File: config.mk
export PLATFORM = sky130hd
export DESIGN_NAME = phase_rotator_param_flat
export DESIGN_NICKNAME = d
export VERILOG_FILES = /design/src/rtl/phase_rotator_param_if.sv /design/src/rtl/phase_rotator_param.sv /design/src/flat_wrapper.sv
export SDC_FILE = /design/constraint.sdc
export NUM_CORES = 1
export LEC_CHECK = 0
export CORE_MARGIN = 3
export CORE_UTILIZATION = 45
export CTS_BUF_LIST = sky130_fd_sc_hd__clkbuf_16
export DETAILED_ROUTE_END_ITERATION = 10
export PLACE_DENSITY = 0.76
export SKIP_LAST_GASP = 1
export SYNTH_ARGS = -nofsm -noshare
export SYNTH_HDL_FRONTEND = slang
export SYNTH_SLANG_ARGS = --single-unit
File: constraint.sdc
create_clock -name clk -period 4.6 [get_ports clk]
set_clock_uncertainty 0.05 [all_clocks]
set_input_delay 0.92 -clock clk [delete_from_list [all_inputs] [get_ports clk]]
set_output_delay 0.92 -clock clk [all_outputs]
set_load 0.02 [all_outputs]
File: src/rtl/phase_rotator_param_if.sv
// Request/tap bundle between the CDR loop filter and the phase rotator.
// Latency and backpressure are set by the rotator; this file carries signals only.
interface phase_rotator_param_if #(
  parameter int NPH = 8,
  parameter int PW  = 3,
  parameter int SW  = 8
) ();
  logic                 inc;
  logic                 dec;
  logic                 load;
  logic [PW-1:0]        load_val;
  logic [NPH-1:0]       phase;
  logic                 clk_early;
  logic                 clk_edge;
  logic                 clk_late;
  logic [PW-1:0]        ptr;
  logic                 busy;
  logic                 drop;
  logic                 wrap_p;
  logic                 wrap_n;
  logic signed [SW-1:0] slip_cnt;

  modport master (
    output inc, dec, load, load_val, phase,
    input  clk_early, clk_edge, clk_late, ptr, busy, drop, wrap_p, wrap_n, slip_cnt
  );

  modport slave (
    input  inc, dec, load, load_val, phase,
    output clk_early, clk_edge, clk_late, ptr, busy, drop, wrap_p, wrap_n, slip_cnt
  );
endinterface

File: src/rtl/phase_rotator_param.sv
// CDR phase rotator: registered pointer picks early/edge/late taps; ptr and taps move 1 clk after a request.
// No backpressure: requests arriving during hold-off, conflicting or at a saturated end are dropped and flagged.
module phase_rotator_param #(
  parameter int NPH       = 8,
  parameter int PW        = 3,
  parameter int EDGE_OFF  = 2,
  parameter int LATE_OFF  = 4,
  parameter int HOLDOFF   = 2,
  parameter int WRAP_MODE = 1,
  parameter int SW        = 8
) (
  input logic                  clk,
  input logic                  rst,
  phase_rotator_param_if.slave rot
);

  localparam int HW = (HOLDOFF < 1) ? 1 : $clog2(HOLDOFF + 1);
  localparam logic [HW-1:0] HOLD_LD = HW'(HOLDOFF);
  localparam logic [PW-1:0] PTR_MAX = PW'(NPH - 1);
  localparam logic [PW-1:0] EDGE_STEP = PW'(EDGE_OFF % NPH);
  localparam logic [PW-1:0] LATE_STEP = PW'(LATE_OFF % NPH);
  localparam logic signed [SW-1:0] SLIP_MAX = {1'b0, {(SW-1){1'b1}}};
  localparam logic signed [SW-1:0] SLIP_MIN = {1'b1, {(SW-1){1'b0}}};
  localparam bit WRAP = (WRAP_MODE != 0);

  logic [PW-1:0]        ptr_q, ptr_d;
  logic [HW-1:0]        hold_q, hold_d;
  logic                 drop_q, drop_d;
  logic                 wrap_p_q, wrap_p_d;
  logic                 wrap_n_q, wrap_n_d;
  logic signed [SW-1:0] slip_q, slip_d;

  logic                 busy;
  logic [PW-1:0]        edge_idx;
  logic [PW-1:0]        late_idx;

  assign busy = (hold_q != '0);

  // Taps are plain muxes off the registered pointer; the clocks themselves never see a flop.
  assign edge_idx = ptr_q + EDGE_STEP;
  assign late_idx = ptr_q + LATE_STEP;

  assign rot.clk_early = rot.phase[ptr_q];
  assign rot.clk_edge  = rot.phase[edge_idx];
  assign rot.clk_late  = rot.phase[late_idx];

  assign rot.ptr      = ptr_q;
  assign rot.busy     = busy;
  assign rot.drop     = drop_q;
  assign rot.wrap_p   = wrap_p_q;
  assign rot.wrap_n   = wrap_n_q;
  assign rot.slip_cnt = slip_q;

  always_comb begin
    ptr_d    = ptr_q;
    hold_d   = busy ? hold_q - HW'(1) : hold_q;
    drop_d   = 1'b0;
    wrap_p_d = 1'b0;
    wrap_n_d = 1'b0;
    slip_d   = slip_q;

    if (rot.load) begin
      ptr_d  = rot.load_val;
      hold_d = HOLD_LD;
    end else if (rot.inc && rot.dec) begin
      drop_d = 1'b1;
    end else if ((rot.inc || rot.dec) && busy) begin
      drop_d = 1'b1;
    end else if (rot.inc && (ptr_q == PTR_MAX)) begin
      if (WRAP) begin
        ptr_d    = '0;
        hold_d   = HOLD_LD;
        wrap_p_d = 1'b1;
        if (slip_q != SLIP_MAX) slip_d = slip_q + SW'(1);
      end else begin
        drop_d = 1'b1;
      end
    end else if (rot.dec && (ptr_q == '0)) begin
      if (WRAP) begin
        ptr_d    = PTR_MAX;
        hold_d   = HOLD_LD;
        wrap_n_d = 1'b1;
        if (slip_q != SLIP_MIN) slip_d = slip_q - SW'(1);
      end else begin
        drop_d = 1'b1;
      end
    end else if (rot.inc) begin
      ptr_d  = ptr_q + PW'(1);
      hold_d = HOLD_LD;
    end else if (rot.dec) begin
      ptr_d  = ptr_q - PW'(1);
      hold_d = HOLD_LD;
    end
  end

  always_ff @(posedge clk or negedge rst) begin
    if (!rst) begin
      ptr_q    <= '0;
      hold_q   <= '0;
      drop_q   <= 1'b0;
      wrap_p_q <= 1'b0;
      wrap_n_q <= 1'b0;
      slip_q   <= '0;
    end else begin
      ptr_q    <= ptr_d;
      hold_q   <= hold_d;
      drop_q   <= drop_d;
      wrap_p_q <= wrap_p_d;
      wrap_n_q <= wrap_n_d;
      slip_q   <= slip_d;
    end
  end

endmodule

File: src/flat_wrapper.sv
// flat-port wrapper written by rule: the top's interface ports become plain ports
module phase_rotator_param_flat 
#(
  parameter int NPH       = 8,
  parameter int PW        = 3,
  parameter int EDGE_OFF  = 2,
  parameter int LATE_OFF  = 4,
  parameter int HOLDOFF   = 2,
  parameter int WRAP_MODE = 1,
  parameter int SW        = 8
)
  (clk, rst, rot_inc, rot_dec, rot_load, rot_load_val, rot_phase, rot_clk_early, rot_clk_edge, rot_clk_late, rot_ptr, rot_busy, rot_drop, rot_wrap_p, rot_wrap_n, rot_slip_cnt);
  phase_rotator_param_if #(.NPH(NPH), .PW(PW), .SW(SW)) rot_i ();
  input logic clk;
  input logic rst;
  input wire logic [$bits(rot_i.inc)-1:0] rot_inc;
  input wire logic [$bits(rot_i.dec)-1:0] rot_dec;
  input wire logic [$bits(rot_i.load)-1:0] rot_load;
  input wire logic [$bits(rot_i.load_val)-1:0] rot_load_val;
  input wire logic [$bits(rot_i.phase)-1:0] rot_phase;
  output wire logic [$bits(rot_i.clk_early)-1:0] rot_clk_early;
  output wire logic [$bits(rot_i.clk_edge)-1:0] rot_clk_edge;
  output wire logic [$bits(rot_i.clk_late)-1:0] rot_clk_late;
  output wire logic [$bits(rot_i.ptr)-1:0] rot_ptr;
  output wire logic [$bits(rot_i.busy)-1:0] rot_busy;
  output wire logic [$bits(rot_i.drop)-1:0] rot_drop;
  output wire logic [$bits(rot_i.wrap_p)-1:0] rot_wrap_p;
  output wire logic [$bits(rot_i.wrap_n)-1:0] rot_wrap_n;
  output wire logic [$bits(rot_i.slip_cnt)-1:0] rot_slip_cnt;
  assign rot_i.inc = rot_inc;
  assign rot_i.dec = rot_dec;
  assign rot_i.load = rot_load;
  assign rot_i.load_val = rot_load_val;
  assign rot_i.phase = rot_phase;
  assign rot_clk_early = rot_i.clk_early;
  assign rot_clk_edge = rot_i.clk_edge;
  assign rot_clk_late = rot_i.clk_late;
  assign rot_ptr = rot_i.ptr;
  assign rot_busy = rot_i.busy;
  assign rot_drop = rot_i.drop;
  assign rot_wrap_p = rot_i.wrap_p;
  assign rot_wrap_n = rot_i.wrap_n;
  assign rot_slip_cnt = rot_i.slip_cnt;
  phase_rotator_param #(.NPH(NPH), .PW(PW), .EDGE_OFF(EDGE_OFF), .LATE_OFF(LATE_OFF), .HOLDOFF(HOLDOFF), .WRAP_MODE(WRAP_MODE), .SW(SW)) u_core (.clk(clk), .rst(rst), .rot(rot_i));
endmodule
==> flow_summary.toml <==
[global_routing]
grt_pass1_vias = 952
antenna_found_initial = 0
grt_start_max_net_pins = 17
track_usage_pct = 17.9
grt_overflow = 0
grt_pass1_wl_mm = 4.53

[synthesis]
yosys_warnings = 0
yosysSeqAreaShare_pct = 34.1
synthCells = 119
synth_top_cell_by_area = "dfrtp_1"
synth-edff-count = 0
synth_flop_cell = "dfrtp_1"
ys_ff_latch = 16
synth.avg_cell_area_um2 = 9.87
ys_types = 43
synth_area_um2 = 1170
synth_top_area_share_pct = 34.1
synth_async_sr_flop_share_pct = 100
synth.area.top_cells = "dfrtp_1 34%, mux4_1 8.9%, a21oi_1 4.7%, xnor2_1 4.5%, nand2_1 4.2%"
synthesis.nets = 139

[clock_tree]
clockBufferDepth = 2
cts_made_buffers = 3
insertion_delay_ps = 250
cts_root_buffer = "clkbuf_16"
postCtsHoldBufs = 0
cts_tree = "built"
h-tree-depth = 1
post_cts_resized = 0
clock_sinks = 16
post_cts_buffers = 0
clkTransAtPathRegs_ps = 50

[sta]
slew_viol_final = 0
maxSlewHeadroom_pct = 52.6
finalCritPeriodShare_pct = 79.3
tns_ps = 0
finalHoldViolCount = 0
tightest_slew_ps = 709
fin_ws_ps = 953
rsz0062_at_grt = "false"
finalWorstPathRequiredPeriod_ps = 3650
max_freq_ghz = 0.274
finalSetupViolCount = 0

[routing]
first_iter_violations = 45
dr_total_vias = 1006
routed_wl_mm = 2.69
wire_per_inst_um = 15.2
first_pass_iters = 4
ant_nets = 0
viasPerCell = 5.68
drc_errors = 0

[die]
dieHeight_um = 57.1
ios = 34
initial_utilization_pct = 50.2
fp.coreArea_um2 = 2340
die_area_um2 = 3260
rows = 17
fp.dieW_um = 57.1

[run]
maxCapViolCount = 0

[status]
status = "complete, no violations"

[worst_setup_path]
cp-end-kind = "output port"
crit_required_ps = 3630
path_max_fanout = 2
startpoint_type = "input port"
crit_arrival_ps = 2680
timing_worst_setup_path_type = "in2out"

[min_path]
worstHoldPathType = "reg2reg"

[pwr]
vdd_drop_max_mv = 0.532
p_per_area_nw_per_um2 = 522
p_leak_nw = 0.651

[final_layout]
nets = 170
drive_above_1_share_pct = 8.05
antenna_cells = 0
syn_to_final_growth_pct = 34.7

[placed_design]
io_buffers = 33
globalplace.congestion = 0.954
dpl.hpwl_mm = 2.03
place_ws_ps = 944
==> report_power, final <==
group / switching, W / internal (W) / leakage [nW] / total, W
sequential: 0.0000752 / 0.000180 / 0.198 / 0.000255
clock: 0.0000528 / 0.000115 / 0.0385 / 0.000168
combinational: 0.000205 / 0.000199 / 0.414 / 0.000403
==> synthesized netlist by cell type (2+ instances only) <==
| cell type | number |
|---|---|
| mux4_1 | 4 |
| a211oi_1 | 2 |
| clkbuf_1 | 4 |
| nor2_1 | 7 |
| xnor2_1 | 6 |
| nor3_1 | 2 |
| dfrtp_1 | 16 |
| inv_1 | 6 |
| ha_1 | 3 |
| o22ai_1 | 3 |
| nand2_1 | 13 |
| xor2_1 | 5 |
| mux2_2 | 3 |
| buf_2 | 2 |
| a21oi_1 | 11 |
| o21ai_0 | 5 |
==> cells by family (layout without fill, tap and decap cells) <==
group                    count (synthesis)  in the layout  share of synthesized area (%)
flip-flops                              16             16                           34.1
AO/OA/AOI/OAI                           32             32                           19.5
buffers and inverters                   13             43                           5.00
multiplexers                             7              7                           11.8
AND/OR/NAND/NOR                         36             36                           16.5
XOR/XNOR                                11             11                           8.20
adder cells (fa/ha/maj)                  4              4                           4.90
==> routing by layer <==
metal / global-route usage (%) / wire length (um) / share of wire (%) / up-vias
li1: - / - / - / 500
met1: 23.8 / 1230 / 46 / 478
met2: 27.2 / 1280 / 48 / 24
met3: 5.66 / 138 / 5.1 / 4
met4: 6.95 / 42 / 1.6 / 0
met5: 0 / 0 / 0 / -
==> stage by stage <==
| step | instance area [um^2] | power (W) | hold slack, ps | util [%] | instances |
|---|---|---|---|---|---|
| detailed placement | 1500 | 0.000655 | 424 | 64.3 | 173 |
| CTS | 1580 | 0.000832 | 434 | 67.6 | 177 |
| global route | 1580 | 0.000881 | 454 | 67.6 | 177 |
| floorplan | 1170 | 0.000504 | 396 | - | 119 |
| global placement | 1500 | 0.000646 | 421 | 64.3 | 173 |
| finish | 1580 | 0.000826 | 430 | 67.6 | 177 |
==> flip-flops by register name (all words and copies together) (netlist names) <==
register	flops
u_core.hold_q	2
u_core.rot.drop	1
u_core.rot.ptr	3
u_core.rot.slip_cnt	8
u_core.rot.wrap_n	1
u_core.rot.wrap_p	1
==> critical path, stage by stage <==
cell	delay, ps
clkdlybuf4s50_1	420
mux4_1	520
mux2_2	270
clkdlybuf4s50_1	540
==> area by class of cell <==
type / instances / area, um^2
Sequential cell: 16 / 400
Clock buffer: 3 / 75.1
Tap cell: 28 / 35.0
Clock inverter: 1 / 3.75
Inverter: 6 / 22.5
Multi-Input combinational cell: 90 / 716
Timing Repair Buffer: 33 / 330
Fill cell: 199 / 757
==> path summary, 6_finish.rpt <==
kind / startpoint / end / slack [ps] / cells past startpoint
worst max-delay path: rot_phase[1] / rot_clk_early / 950 / 4
worst min-delay path: u_core.hold_q[0] / u_core.hold_q[0] / 430 / 1
worst max register to register: u_core.rot.ptr[0] / u_core.rot.slip_cnt[7] / 1940 / 8
worst min register to register: u_core.hold_q[0] / u_core.hold_q[0] / 430 / 1
max in group asynchronous: rst / u_core.rot.slip_cnt[0] / 3000 / 1
min in group asynchronous: rst / u_core.rot.ptr[2] / 1050 / 1
==> layout by cell type, fill, tap and decap left out, types with 2 or more instances in the layout <==
cell	n
a211oi_1	2
inv_1	6
nand2_1	13
xor2_1	5
nor2_1	7
ha_1	3
mux2_2	3
a21oi_1	11
xnor2_1	6
nor3_1	2
clkdlybuf4s50_1	33
o21ai_0	5
dfrtp_1	16
clkbuf_16	3
o22ai_1	3
mux4_1	4
Power figures use the tool's default switching activity.
